File: src/rtl/drop_scheduler_pkg.sv
// Shared definitions for the LED-catch drop scheduler: cell geometry,
// FSM state encoding, LFSR seed and small arithmetic helpers.
package drop_scheduler_pkg;

   localparam int          ADDR_W     = 6;
   localparam logic [2:0]  ROW_GROUND = 3'd7;
   localparam logic [7:0]  LFSR_SEED  = 8'hA5;

   typedef enum logic [2:0] {
      ST_IDLE  = 3'd0,
      ST_RUN   = 3'd1,
      ST_STEP  = 3'd2,
      ST_CHECK = 3'd3,
      ST_OVER  = 3'd4
   } state_t;

   // Fibonacci LFSR, taps 8,6,5,4 (bits 7,5,4,3), shifting towards the MSB
   function automatic logic [7:0] lfsr_next(input logic [7:0] q);
      return {q[6:0], q[7] ^ q[5] ^ q[4] ^ q[3]};
   endfunction

   // Score accumulation that sticks at 255 instead of wrapping
   function automatic logic [7:0] sat_add8(input logic [7:0] a, input logic [7:0] b);
      logic [8:0] sum;
      sum = {1'b0, a} + {1'b0, b};
      return sum[8] ? 8'hFF : sum[7:0];
   endfunction

   // Lives decrement that floors at zero
   function automatic logic [1:0] sat_sub_lives(input logic [1:0] lives_in, input logic [7:0] misses);
      logic [1:0] result;
      if (misses >= {6'd0, lives_in}) begin
         result = 2'd0;
      end else begin
         result = lives_in - misses[1:0];
      end
      return result;
   endfunction

endpackage

File: src/rtl/drop_scheduler_lfsr8.sv
// Free-running 8-bit pseudo-random source; its low bits pick spawn columns.
module drop_scheduler_lfsr8
   import drop_scheduler_pkg::*;
(
   input  logic       clock,
   input  logic       resetn,
   output logic [7:0] lfsr
);

   logic [7:0] lfsr_r;

   // Advance the sequence every clock regardless of game state
   always_ff @(posedge clock or negedge resetn) begin
      if (!resetn) begin
         lfsr_r <= LFSR_SEED;
      end else begin
         lfsr_r <= lfsr_next(lfsr_r);
      end
   end

   assign lfsr = lfsr_r;

endmodule

File: src/rtl/drop_scheduler.sv
// Game sequencer for the 8x8 LED-catch matrix: shared step tick, fixed pool
// of falling-object slots, catch/miss resolution, score, lives and game-over.
module drop_scheduler
   import drop_scheduler_pkg::*;
#(
   parameter int SLOTS     = 4,
   parameter int TICK_DIV  = 25000000,
   parameter int LIVES     = 3,
   parameter int SPAWN_GAP = 3
) (
   input  logic                      clock,
   input  logic                      resetn,
   input  logic                      start,
   input  logic                      pause,
   input  logic [ADDR_W-1:0]         addr_plyr,
   output logic [SLOTS-1:0]          obj_valid,
   output logic [ADDR_W*SLOTS-1:0]   obj_addr,
   output logic [7:0]                score,
   output logic [1:0]                lives,
   output logic                      game_over,
   output logic                      catch_pulse,
   output logic                      miss_pulse
);

   localparam int                TICK_W    = $clog2(TICK_DIV);
   localparam int                SP_W      = $clog2(SPAWN_GAP + 1);
   localparam int                CNT_W     = $clog2(SLOTS + 1);
   localparam logic [TICK_W-1:0] TICK_LAST = TICK_W'(TICK_DIV - 1);
   localparam logic [SP_W-1:0]   SP_GAP    = SP_W'(SPAWN_GAP);

   state_t                    state_r;
   state_t                    state_next_s;
   logic [TICK_W-1:0]         tick_r;
   logic [SP_W-1:0]           spawn_cnt_r;
   logic [SLOTS-1:0]          valid_r;
   logic [ADDR_W*SLOTS-1:0]   addr_r;
   logic [7:0]                score_r;
   logic [1:0]                lives_r;
   logic                      game_over_r;
   logic                      catch_pulse_r;
   logic                      miss_pulse_r;
   logic [7:0]                lfsr_s;

   logic [SLOTS-1:0]          valid_step_s;
   logic [ADDR_W*SLOTS-1:0]   addr_step_s;
   logic [CNT_W-1:0]          catch_cnt_s;
   logic [CNT_W-1:0]          miss_cnt_s;
   logic [SP_W-1:0]           spawn_inc_s;
   logic                      spawn_fire_s;
   logic                      free_found_s;
   logic                      game_init_s;

   logic                      unused_plyr_row_s;
   logic                      unused_lfsr_hi_s;

   assign unused_plyr_row_s = ^addr_plyr[2:0];
   assign unused_lfsr_hi_s  = ^lfsr_s[7:3];

   drop_scheduler_lfsr8 u_lfsr (
      .clock  (clock),
      .resetn (resetn),
      .lfsr   (lfsr_s)
   );

   // A new game is armed from IDLE or OVER when start is seen
   assign game_init_s = ((state_r == ST_IDLE) || (state_r == ST_OVER)) && start;

   // FSM state register
   always_ff @(posedge clock or negedge resetn) begin
      if (!resetn) begin
         state_r <= ST_IDLE;
      end else begin
         state_r <= state_next_s;
      end
   end

   // FSM next-state: RUN waits for the tick wrap, STEP and CHECK last one cycle each
   always_comb begin
      state_next_s = state_r;
      case (state_r)
         ST_IDLE: begin
            if (start) state_next_s = ST_RUN;
            else       state_next_s = ST_IDLE;
         end
         ST_RUN: begin
            if (!pause && (tick_r == TICK_LAST)) state_next_s = ST_STEP;
            else                                 state_next_s = ST_RUN;
         end
         ST_STEP: begin
            state_next_s = ST_CHECK;
         end
         ST_CHECK: begin
            if (lives_r == 2'd0) state_next_s = ST_OVER;
            else                 state_next_s = ST_RUN;
         end
         ST_OVER: begin
            if (start) state_next_s = ST_RUN;
            else       state_next_s = ST_OVER;
         end
         default: begin
            state_next_s = ST_IDLE;
         end
      endcase
   end

   // Step datapath: advance, resolve or spawn each slot from its pre-step value
   always_comb begin
      valid_step_s = valid_r;
      addr_step_s  = addr_r;
      catch_cnt_s  = {CNT_W{1'b0}};
      miss_cnt_s   = {CNT_W{1'b0}};
      free_found_s = 1'b0;
      spawn_inc_s  = spawn_cnt_r + SP_W'(1);
      spawn_fire_s = (spawn_inc_s == SP_GAP);
      for (int i = 0; i < SLOTS; i++) begin
         if (valid_r[i]) begin
            if (addr_r[ADDR_W*i +: 3] == ROW_GROUND) begin
               valid_step_s[i] = 1'b0;
               if (addr_r[ADDR_W*i+3 +: 3] == addr_plyr[5:3]) begin
                  catch_cnt_s = catch_cnt_s + CNT_W'(1);
               end else begin
                  miss_cnt_s = miss_cnt_s + CNT_W'(1);
               end
            end else begin
               addr_step_s[ADDR_W*i +: 3] = addr_r[ADDR_W*i +: 3] + 3'd1;
            end
         end else if (spawn_fire_s && !free_found_s) begin
            // only slots already free before this step can take the new object
            free_found_s                     = 1'b1;
            valid_step_s[i]                  = 1'b1;
            addr_step_s[ADDR_W*i +: ADDR_W] = {lfsr_s[2:0], 3'd0};
         end else begin
            valid_step_s[i] = 1'b0;
         end
      end
   end

   // Game registers: init on start, tick in RUN, slot/score update in STEP, end check in CHECK
   always_ff @(posedge clock or negedge resetn) begin
      if (!resetn) begin
         tick_r        <= {TICK_W{1'b0}};
         spawn_cnt_r   <= {SP_W{1'b0}};
         valid_r       <= {SLOTS{1'b0}};
         addr_r        <= {(ADDR_W*SLOTS){1'b0}};
         score_r       <= 8'd0;
         lives_r       <= 2'd0;
         game_over_r   <= 1'b0;
         catch_pulse_r <= 1'b0;
         miss_pulse_r  <= 1'b0;
      end else begin
         catch_pulse_r <= 1'b0;
         miss_pulse_r  <= 1'b0;
         case (state_r)
            ST_IDLE, ST_OVER: begin
               if (game_init_s) begin
                  tick_r      <= {TICK_W{1'b0}};
                  spawn_cnt_r <= {SP_W{1'b0}};
                  valid_r     <= {SLOTS{1'b0}};
                  addr_r      <= {(ADDR_W*SLOTS){1'b0}};
                  score_r     <= 8'd0;
                  lives_r     <= 2'(LIVES);
                  game_over_r <= 1'b0;
               end
            end
            ST_RUN: begin
               if (!pause) begin
                  if (tick_r == TICK_LAST) tick_r <= {TICK_W{1'b0}};
                  else                     tick_r <= tick_r + TICK_W'(1);
               end
            end
            ST_STEP: begin
               valid_r       <= valid_step_s;
               addr_r        <= addr_step_s;
               score_r       <= sat_add8(score_r, 8'(catch_cnt_s));
               lives_r       <= sat_sub_lives(lives_r, 8'(miss_cnt_s));
               spawn_cnt_r   <= spawn_fire_s ? {SP_W{1'b0}} : spawn_inc_s;
               catch_pulse_r <= (catch_cnt_s != {CNT_W{1'b0}});
               miss_pulse_r  <= (miss_cnt_s != {CNT_W{1'b0}});
            end
            ST_CHECK: begin
               if (lives_r == 2'd0) begin
                  valid_r     <= {SLOTS{1'b0}};
                  game_over_r <= 1'b1;
               end
            end
            default: begin
               valid_r <= valid_r;
            end
         endcase
      end
   end

   assign obj_valid   = valid_r;
   assign obj_addr    = addr_r;
   assign score       = score_r;
   assign lives       = lives_r;
   assign game_over   = game_over_r;
   assign catch_pulse = catch_pulse_r;
   assign miss_pulse  = miss_pulse_r;

endmodule

File: config.mk
export PLATFORM = sky130hd
export DESIGN_NAME = drop_scheduler
export DESIGN_NICKNAME = d
export VERILOG_FILES = /design/src/rtl/drop_scheduler_pkg.sv /design/src/rtl/drop_scheduler_lfsr8.sv /design/src/rtl/drop_scheduler.sv
export SDC_FILE = /design/constraint.sdc
export NUM_CORES = 1
export LEC_CHECK = 0
export ABC_AREA = 1
export CORE_ASPECT_RATIO = 0.5
export CORE_MARGIN = 10
export CORE_UTILIZATION = 30
export CTS_CLUSTER_DIAMETER = 30
export DETAILED_ROUTE_END_ITERATION = 6
export DONT_BUFFER_PORTS = 1
export PLACE_DENSITY = 0.47
export RECOVER_POWER = 100
export SLEW_MARGIN = 5
export SYNTH_ARGS = -nofsm -noshare
export SYNTH_HDL_FRONTEND = slang
export SYNTH_SLANG_ARGS = --single-unit
export TNS_END_PERCENT = 10
File: constraint.sdc
create_clock -name clock -period 11.85 [get_ports clock]
set_input_delay 1.185 -clock clock [delete_from_list [all_inputs] [get_ports clock]]
set_output_delay 1.185 -clock clock [all_outputs]
set_load 0.1 [all_outputs]
# Word-level counts from Yosys, hierarchy flattened
# Index checks and enable logic that the tools add are counted.
# totals
regBits,79
out_inout_bits,41
wordCells,185
inputBits,10
# classes
bitwise,3
add_sub_neg,14
mux,85
reduce_logical,31
magnitude_cmp,1
n_eq_ne,33
# op_table
op,n
3-bit two-way mux,32
25-bit two-way mux,3
25-bit one-hot mux with 2 select lines,1
24-bit one-hot mux with 2 select lines,1
4-bit AND reduction,8
3-bit by 1-bit adder with 3-bit output (second input constant),10
1-bit two-way mux,28
25-bit by 1-bit adder with 25-bit output (second input constant),1
25-bit == test (second input constant),1
24-bit two-way mux,1
6-bit two-way mux,4
3-bit != test (second input constant),8
2-bit != test (second input constant),11
8-bit two-way mux,2
8-bit one-hot mux with 2 select lines,1
3-bit == test (second input constant),5
3-bit one-hot mux with 5 select lines,1
3-bit == test,4
4-bit one-hot mux with 3 select lines,1
2-bit two-way mux,5
8-bit by 3-bit adder with 9-bit output,1
3-bit AND reduction,3
3-bit nonzero test,3
4-bit two-way mux,2
17 further kinds,30

# Longest topological paths before layout
# Gate-level depths: netlist of the first run.
# logic_depth
word_depth,19
mapped_depth,28
mapped_depth_nobuf,27

# Hierarchy
# From an unflattened synthesis of the first run, not the netlist that was laid out.
# unflattened
cells_unflattened,645
hier_area_um2,4805.9
# by_module_without_submodules
module,area_per_inst_um2,cells_per_inst,instances,seq_area_each_um2
drop_scheduler,4529.3,620,1,1776.7
drop_scheduler_lfsr8,276.5,25,1,205.2

# Worst setup path after synthesis of the first run
# Ideal clock, no wire load.
# synth_timing
path_kind,input -> register
from,in addr_plyr[4]
to,"reg score_r[5], in the netlist score[5]"
cell_stages,27
setup_ns,0.083
slack_ns,7.065
required_time_ns,11.767
n_path_buf,1
arrival_time_ns,4.702
cell_sequence,buf_4 > inv_1 > nand2_1 > nand2_1 > nor2_1 > nand3_1 > inv_1 > ha_1 > or2_2 > nand2_1 > inv_1 > ha_1 > inv_1 > nand4_1 > and2_1 > ha_1 > nand2_1 > nand2_1 > inv_1 > fa_1 > inv_1 > nand2_1 > a21oi_1 > nand3_1 > nor3_2 > o21ai_0 > o21ai_0
# synth_via
elab_chain_len,19
elab_cells_between_ends,22
classes_between,4 x add/sub; 4 x eq/ne; 14 x mux
# synth_lines
element,line,source
start: declaration,drop_scheduler.sv:15,"input logic [ADDR_W-1:0] addr_plyr,"
3-bit == test,drop_scheduler.sv:119,if (addr_r[ADDR_W*i+3 +: 3] == addr_plyr[5:3]) begin
1-bit two-way mux,drop_scheduler.sv:119,
1-bit two-way mux,drop_scheduler.sv:117,if (addr_r[ADDR_W*i +: 3] == ROW_GROUND) begin
1-bit two-way mux,drop_scheduler.sv:116,if (valid_r[i]) begin
3-bit by 1-bit adder with 3-bit output,drop_scheduler.sv:120,catch_cnt_s = catch_cnt_s + CNT_W'(1);
3-bit two-way mux,drop_scheduler.sv:119,
3-bit two-way mux,drop_scheduler.sv:117,
3-bit two-way mux,drop_scheduler.sv:116,
[3 not listed],-,
3-bit two-way mux,drop_scheduler.sv:116,
3-bit by 1-bit adder with 3-bit output,drop_scheduler.sv:120,
3-bit two-way mux,drop_scheduler.sv:119,
3-bit two-way mux,drop_scheduler.sv:117,
3-bit two-way mux (*),drop_scheduler.sv:116,
8-bit by 3-bit adder with 9-bit output (*),drop_scheduler_pkg.sv:25,"sum = {1'b0, a} + {1'b0, b};"
8-bit two-way mux (*),drop_scheduler_pkg.sv:26,return sum[8] ? 8'hFF : sum[7:0];
8-bit one-hot mux with 2 select lines (*),drop_scheduler.sv:153,case (state_r)
end signal: assignment,drop_scheduler.sv:174,"score_r <= sat_add8(score_r, 8'(catch_cnt_s));"
end: declaration,drop_scheduler.sv:37,logic [7:0] score_r;
# Every way passes the cells marked *; elsewhere a longest branch is shown, timed or not.
# A chain may end at the register's enable or synchronous reset.

# Final worst setup path of the first run
# layout_timing
from,"reg addr_r[0], in the netlist obj_addr[0]"
to,"reg score_r[5], in the netlist score[5]"
# layout_via
elab_chain_len,18
# layout_lines
element,line,source
start: declaration,drop_scheduler.sv:36,logic [ADDR_W*SLOTS-1:0] addr_r;
start signal: assignment,drop_scheduler.sv:144,addr_r <= {(ADDR_W*SLOTS){1'b0}};
start signal: assignment,drop_scheduler.sv:159,addr_r <= {(ADDR_W*SLOTS){1'b0}};
start signal: assignment,drop_scheduler.sv:173,addr_r <= addr_step_s;
3-bit == test (*),drop_scheduler.sv:117,
1-bit two-way mux (*),drop_scheduler.sv:117,
1-bit two-way mux (*),drop_scheduler.sv:116,
3-bit by 1-bit adder with 3-bit output,drop_scheduler.sv:120,
3-bit two-way mux,drop_scheduler.sv:119,
3-bit two-way mux,drop_scheduler.sv:117,
3-bit two-way mux (*),drop_scheduler.sv:116,
3-bit by 1-bit adder with 3-bit output,drop_scheduler.sv:120,
[2 not listed],-,
3-bit two-way mux (*),drop_scheduler.sv:116,
3-bit by 1-bit adder with 3-bit output,drop_scheduler.sv:120,
3-bit two-way mux,drop_scheduler.sv:119,
3-bit two-way mux,drop_scheduler.sv:117,
3-bit two-way mux (*),drop_scheduler.sv:116,
8-bit by 3-bit adder with 9-bit output (*),drop_scheduler_pkg.sv:25,
8-bit two-way mux (*),drop_scheduler_pkg.sv:26,
8-bit one-hot mux with 2 select lines (*),drop_scheduler.sv:153,
# Marked as above.

==> results of run 1 <==
==> state kept, by name (all words and copies together), names as in the netlist <==
register,count
spawn_cnt_r,2
score,8
u_lfsr.lfsr,8
lives,2
miss_pulse,1
game_over,1
catch_pulse,1
tick_r,25
obj_addr,24
obj_valid,4
state_r,3
==> cells in the final DEF (no fill, tap or decap), drive strengths merged, types with 2 or more instances in the layout <==
master    count
a22o          2
nor2         48
nand4        22
nor3         27
o211ai        2
clkbuf       11
or2           3
and2          3
a21oi        14
a31oi         2
xor2         11
a32o          2
nand3        59
dfrtp        75
clkinvlp      2
o22ai         5
dfstp         4
o21ai        42
and3          2
nand3b        2
inv         106
clkinv        2
nand2       152
ha           21
xnor2        11
==> area by class of cell <==
cell class	instances	area [um2]	share of cell area
Timing Repair Buffer	1	3.75	0.000715
Sequential cell	79	1980	0.378
Multi-Input combinational cell	432	2310	0.441
Tap cell	204	255	0.0486
Inverter	106	398	0.0758
Clock inverter	5	58.8	0.0112
Clock buffer	10	239	0.0455
==> cell families (layout without fill, tap and decap cells) <==
kind of cell | Yosys count | after routing
DFF | 79 | 79
AOI/OAI and AO/OA | 69 | 69
adders and majority gates | 22 | 22
buffers and inverters | 116 | 122
and+or+nand+nor | 319 | 319
xor gates and xnor gates | 22 | 22
==> critical path, delay by kind of cell, from the launching register on <==
kind                     cells  cell delay, ns
adder cells (fa/ha/maj)      6            1.61
AND/OR/NAND/NOR             11            1.86
AO/OA/AOI/OAI                3            0.48
buffers and inverters        6            0.50
flip-flops                   1            0.99
==> metal layers <==
layer / GRT usage / up-vias
met4: 0.0260 / 0
met3: 0.0305 / 12
met5: 0 / -
li1: - / 2032
met1: 0.154 / 1915
met2: 0.197 / 51
==> worst min-delay path by stage <==
stage | endpoint | startpoint | cells after the start
after detailed placement | u_lfsr.lfsr[7] | u_lfsr.lfsr[6] | 0
after CTS | u_lfsr.lfsr[7] | u_lfsr.lfsr[6] | 0
final | u_lfsr.lfsr[7] | u_lfsr.lfsr[6] | 0
after floorplan | u_lfsr.lfsr[7] | u_lfsr.lfsr[6] | 0
after global placement | u_lfsr.lfsr[7] | u_lfsr.lfsr[6] | 0
after global routing | u_lfsr.lfsr[7] | u_lfsr.lfsr[6] | 0
==> power by group <==
group          internal [mW]  switching, mW  total [mW]
combinational         0.0192         0.0338      0.0531
clock                  0.168          0.114       0.282
sequential             0.286         0.0447       0.331
total                  0.473          0.192       0.666
==> stage by stage <==
| stage | area, um2 | setup slack (ns) | instances | util | hold slack (ns) |
|---|---|---|---|---|---|
| finish | 5250 | 6.30 | 837 | 0.337 | 0.358 |
| global route | 5250 | 5.67 | 837 | 0.337 | 0.369 |
| CTS | 5300 | 6.51 | 837 | 0.340 | 0.367 |
| detailed placement | 5000 | 6.54 | 822 | 0.321 | 0.352 |
| global placement | 5000 | 6.56 | 822 | 0.321 | 0.336 |
| floorplan | 4810 | 7.07 | 627 | - | 0.333 |
==> results_dict.tcl, run 1 <==
set metrics [dict create \
    die_x_um 199 \
    cts_made_buffers 9 \
    postRouteAntennaNets 0 \
    clk_latency_ns 0.34 \
    num-nets-final 661 \
    port_buffers 0 \
    fmax_mhz 180 \
    rows 32 \
    leakage_nw 2.74 \
    wl_met3_um 465 \
    crit_fanout 7 \
    regToRegSetupSlack_ns 6.30 \
    hold_class "flop to flop" \
    clockBufferDepth 2 \
    synth-simple-area-share 0.314 \
    cts_tree "built" \
    layout_min_cycle_time_ns 5.55 \
    yosysTopAreaCell "dfrtp_1" \
    dr_wl_met2_mm 5.78 \
    viasPerCell 4.79 \
    crit_path_top_delay_cell "dfrtp_1" \
    cts_max_level 3 \
    crit_arrival_ns 5.79 \
    hpwl_mm 9.35 \
    critPathMostFrequentCell "inv_1" \
    gp_congestion 0.839 \
    grt_pass1_vias 3943 \
    mappedNetlistArea_um2 4810 \
    clockRootBuffer "clkbuf_16" \
    drt_iter0_drc 202 \
    worst_pin_slew_ns 1.52 \
    avgSynthCellArea_um2 7.68 \
    grt_pass1_wl_mm 20.7 \
    yosysSeqAreaShare 0.412 \
    grt_antenna_before_repair 0 \
    slew_headroom -0.0144 \
    synth_most_common_cell "nand2_1" \
    ctsHoldBuffers 0 \
    slew_violations 6 \
    synth_area_leaders "dfrtp_1 (39%), nand2_1 (12%), inv_1 (7.8%)" \
    vias 4010 \
    finalPower_mw 0.666 \
    rr_worst_depth 26 \
    rr_startpoint "obj_addr[0]" \
    antennaDiodeCount 0 \
    path_class "flop to flop" \
    slowest_delay_ns 0.99 \
    ios 51 \
    synth-compound-area-share 0.0782 \
    hold_viol_final 0 \
    violations "capacitance limit, slew limit" \
    fin_crit_sh 0.468 \
    ys_seq_elements 79 \
    synth_top_family_by_area "simple AND/OR/NAND/NOR gates" \
    setup_viol_count_final 0 \
    yosysTopAreaCellShare 0.390 \
    postCtsSetupBuffers 0 \
    cts_sinks 79 \
    synth-edff-count 0 \
    start_kind "flop" \
    dr.max_layer_used "met4" \
    synth_common_cells "nand2_1 (148), inv_1 (100), dfrtp_1 (75)" \
    grt_max_degree 80 \
    cp-end-kind "flop" \
    met1Wirelength_mm 6.15 \
    cts.clk_slew.worst_paths_ns 0.07 \
    synth-warning-count 0 \
    drc 0 \
    tns_ns 0 \
    die_area_um2 21800 \
    synth_ff_type "dfrtp_1" \
    grt_overflow 0 \
    ys_types 40 \
    die_y_um 110 \
    wirelength_mm 12.5 \
    synthCells 627 \
    synthXorXnorAreaFrac 0.0400 \
    fill_cells 1650 \
    grt_setup_unrepaired "false" \
    async_flop_share 1.00 \
    r2r_end "score[5]" \
    synth.area.mux_share 0 \
    dr.pass1.iters 4 \
    p_per_area_nw_per_um2 127 \
    routedWlPerCell_um 15.0 \
    maxCapViolCount 1 \
    required_ns 12.09 \
    run_status "complete, but fails checks" \
    area_delta_synth_final_pct 9.05 \
    cts-resized-gates 0 \
    syn_nets 659 \
    startpoint "obj_addr[0]" \
    core_area_um2 15600 \
    crit_end "score[5]" \
    yosys.area_share.adder 0.0587 \
    ir_drop_mv 0.0650 \
    start_util 0.309 \
    grt_usage 0.119 \
    drive_gt1_frac 0.0521 \
    clock_skew_ns 0.00941 \
]
(Power assumes the default switching activity.)
==> run 2, diff against run 1 <==
--- a/config.mk
+++ b/config.mk
@@ -12,7 +12,7 @@
 export CTS_CLUSTER_DIAMETER = 30
 export DETAILED_ROUTE_END_ITERATION = 6
 export DONT_BUFFER_PORTS = 1
-export PLACE_DENSITY = 0.47
+export PLACE_DENSITY = 0.48
 export RECOVER_POWER = 100
 export SLEW_MARGIN = 5
 export SYNTH_ARGS = -nofsm -noshare
==> constraint.sdc (replaced) <==
create_clock -name clock -period 4.8 [get_ports clock]
set_input_delay 0.48 -clock clock [delete_from_list [all_inputs] [get_ports clock]]
set_output_delay 0.48 -clock clock [all_outputs]
set_load 0.1 [all_outputs]
==> results_dict.tcl, run 2 (synthesis results as in run 1) <==
set metrics [dict create \
    slew_headroom -1.44 \
    met3_usage 0.0290 \
    cts_made_buffers 9 \
    hpwl_mm 9.41 \
    num-nets-final 690 \
    grt_antenna_before_repair 0 \
    postRouteAntennaNets 0 \
    wirelength_mm 12.6 \
    ios 51 \
    critical-path-top-delay-family "simple AND/OR/NAND/NOR gates" \
    cts_sinks 79 \
    postCtsSetupBuffers 0 \
    path_buf_inv 6 \
    layout_common_cells "nand2_1 (150), inv_1 (102), dfrtp_1 (75)" \
    path_class "flop to flop" \
    routedWlPerCell_um 14.5 \
    die_x_um 199 \
    clock_skew_ns 0.00970 \
    cts_tree "built" \
    grt_use_met2 0.199 \
    fmax_mhz 223 \
    cp-end-kind "flop" \
    grt-busiest-layer "met2" \
    start_kind "flop" \
    layout_min_cycle_time_ns 4.49 \
    post-place-ws_ns 0.232 \
    largest_reg_flops 25 \
    die_area_um2 21800 \
    path_depth 26 \
    die_y_um 110 \
    critPathMostFrequentCell "inv_1" \
    rows 32 \
    viasPerCell 4.71 \
    tns_ns 0 \
    hold_class "primary input to flop" \
    rr_worst_depth 26 \
    violations "capacitance limit, slew limit" \
    slowest_delay_ns 0.38 \
    dr.pass1.iters 5 \
    crit_path_top_delay_cell "dfrtp_1" \
    crit_fanout 7 \
    gp_congestion 0.870 \
    grt_pass1_vias 3977 \
    start_util 0.309 \
    leakage_nw 2.81 \
    clockBufferDepth 2 \
    worst_pin_slew_ns 3.66 \
    slew_violations 79 \
    area_delta_synth_final_pct 12.8 \
    largest_register "tick_r" \
    fin_crit_sh 0.935 \
    grt_overflow 0 \
    cts.clk_slew.worst_paths_ns 0.07 \
    grt_max_degree 79 \
    drive_gt1_frac 0.0573 \
    clockRootBuffer "clkbuf_16" \
    setup_viol_count_final 0 \
    p_per_area_nw_per_um2 326 \
    maxCapViolCount 1 \
    setup_ws_ns 0.311 \
    grt_use_met1 0.158 \
    drt_iter0_drc 312 \
    grt_usage 0.121 \
    antennaDiodeCount 0 \
    required_ns 5.05 \
    vias 4081 \
    crit_arrival_ns 4.74 \
    clk_latency_ns 0.34 \
    core_area_um2 15600 \
    hold_depth 2 \
    final_common_cell "nand2_1" \
    run_status "complete, but fails checks" \
    cts_max_level 3 \
    grt_pass1_wl_mm 21.1 \
    finalPower_mw 1.77 \
    hold_viol_final 0 \
    ir_drop_mv 0.165 \
    drc 0 \
    port_buffers 0 \
]
run 2: cell types whose count changed in the layout (fill, tap and decap cells not counted), sizes merged:
cell,previous run,this run
dlygate4sd3,0,1
clkinvlp,2,1
inv,106,107
clkbuf,11,35
buf,0,2
bufinv,1,3
clkdlybuf4s25,0,1
run 2: final timing paths:
path | slack [ns] | to | startpoint
setup reg to reg | 0.31 | score[5] | obj_addr[0]
min in group asynchronous | 0.64 | u_lfsr.lfsr[7] | resetn
max in group asynchronous | 1.13 | state_r[2] | resetn
hold / removal | 0.29 | state_r[0] | pause
setup / recovery | 0.31 | score[5] | obj_addr[0]
hold reg to reg | 0.35 | u_lfsr.lfsr[7] | u_lfsr.lfsr[6]
run 2: layout make-up:
type                    instances  area, um2
clock buffers                   9        225
clock inverters                 7        120
fillers                      1640      10100
inverters                     106        398
multi-input cells             432       2320
flip-flops and latches         79       1980
well taps                     204        255
repair buffers                 30        133
run 2: timing repair:
action,CTS,global route
hold endpoints to repair,78,0
hold buffers,2,0
gates resized for setup,0,3
setup endpoints to repair,0,7
run 2: per-stage QoR:
stage	utilization	area, um2	hold WS (ns)	std cells
6_report	0.349	5430	0.292	867
5_1_grt	0.349	5430	0.276	867
2_1_floorplan	-	4810	0.184	627
3_3_place_gp	0.334	5210	0.193	849
3_5_place_dp	0.334	5210	0.193	849
4_1_cts	0.359	5590	0.0526	867
run 2: metal layers:
metal  up-vias  part of all wire
met1      1931              0.50
met3         9             0.038
met4         0             0.011
met5         -                 0
li1       2096                 -
met2        45              0.45
run 2: power by group:
part	internal, mW	total (mW)	switching (mW)
Sequential	0.708	0.773	0.0649
Combinational	0.0517	0.195	0.144
Clock	0.510	0.802	0.292
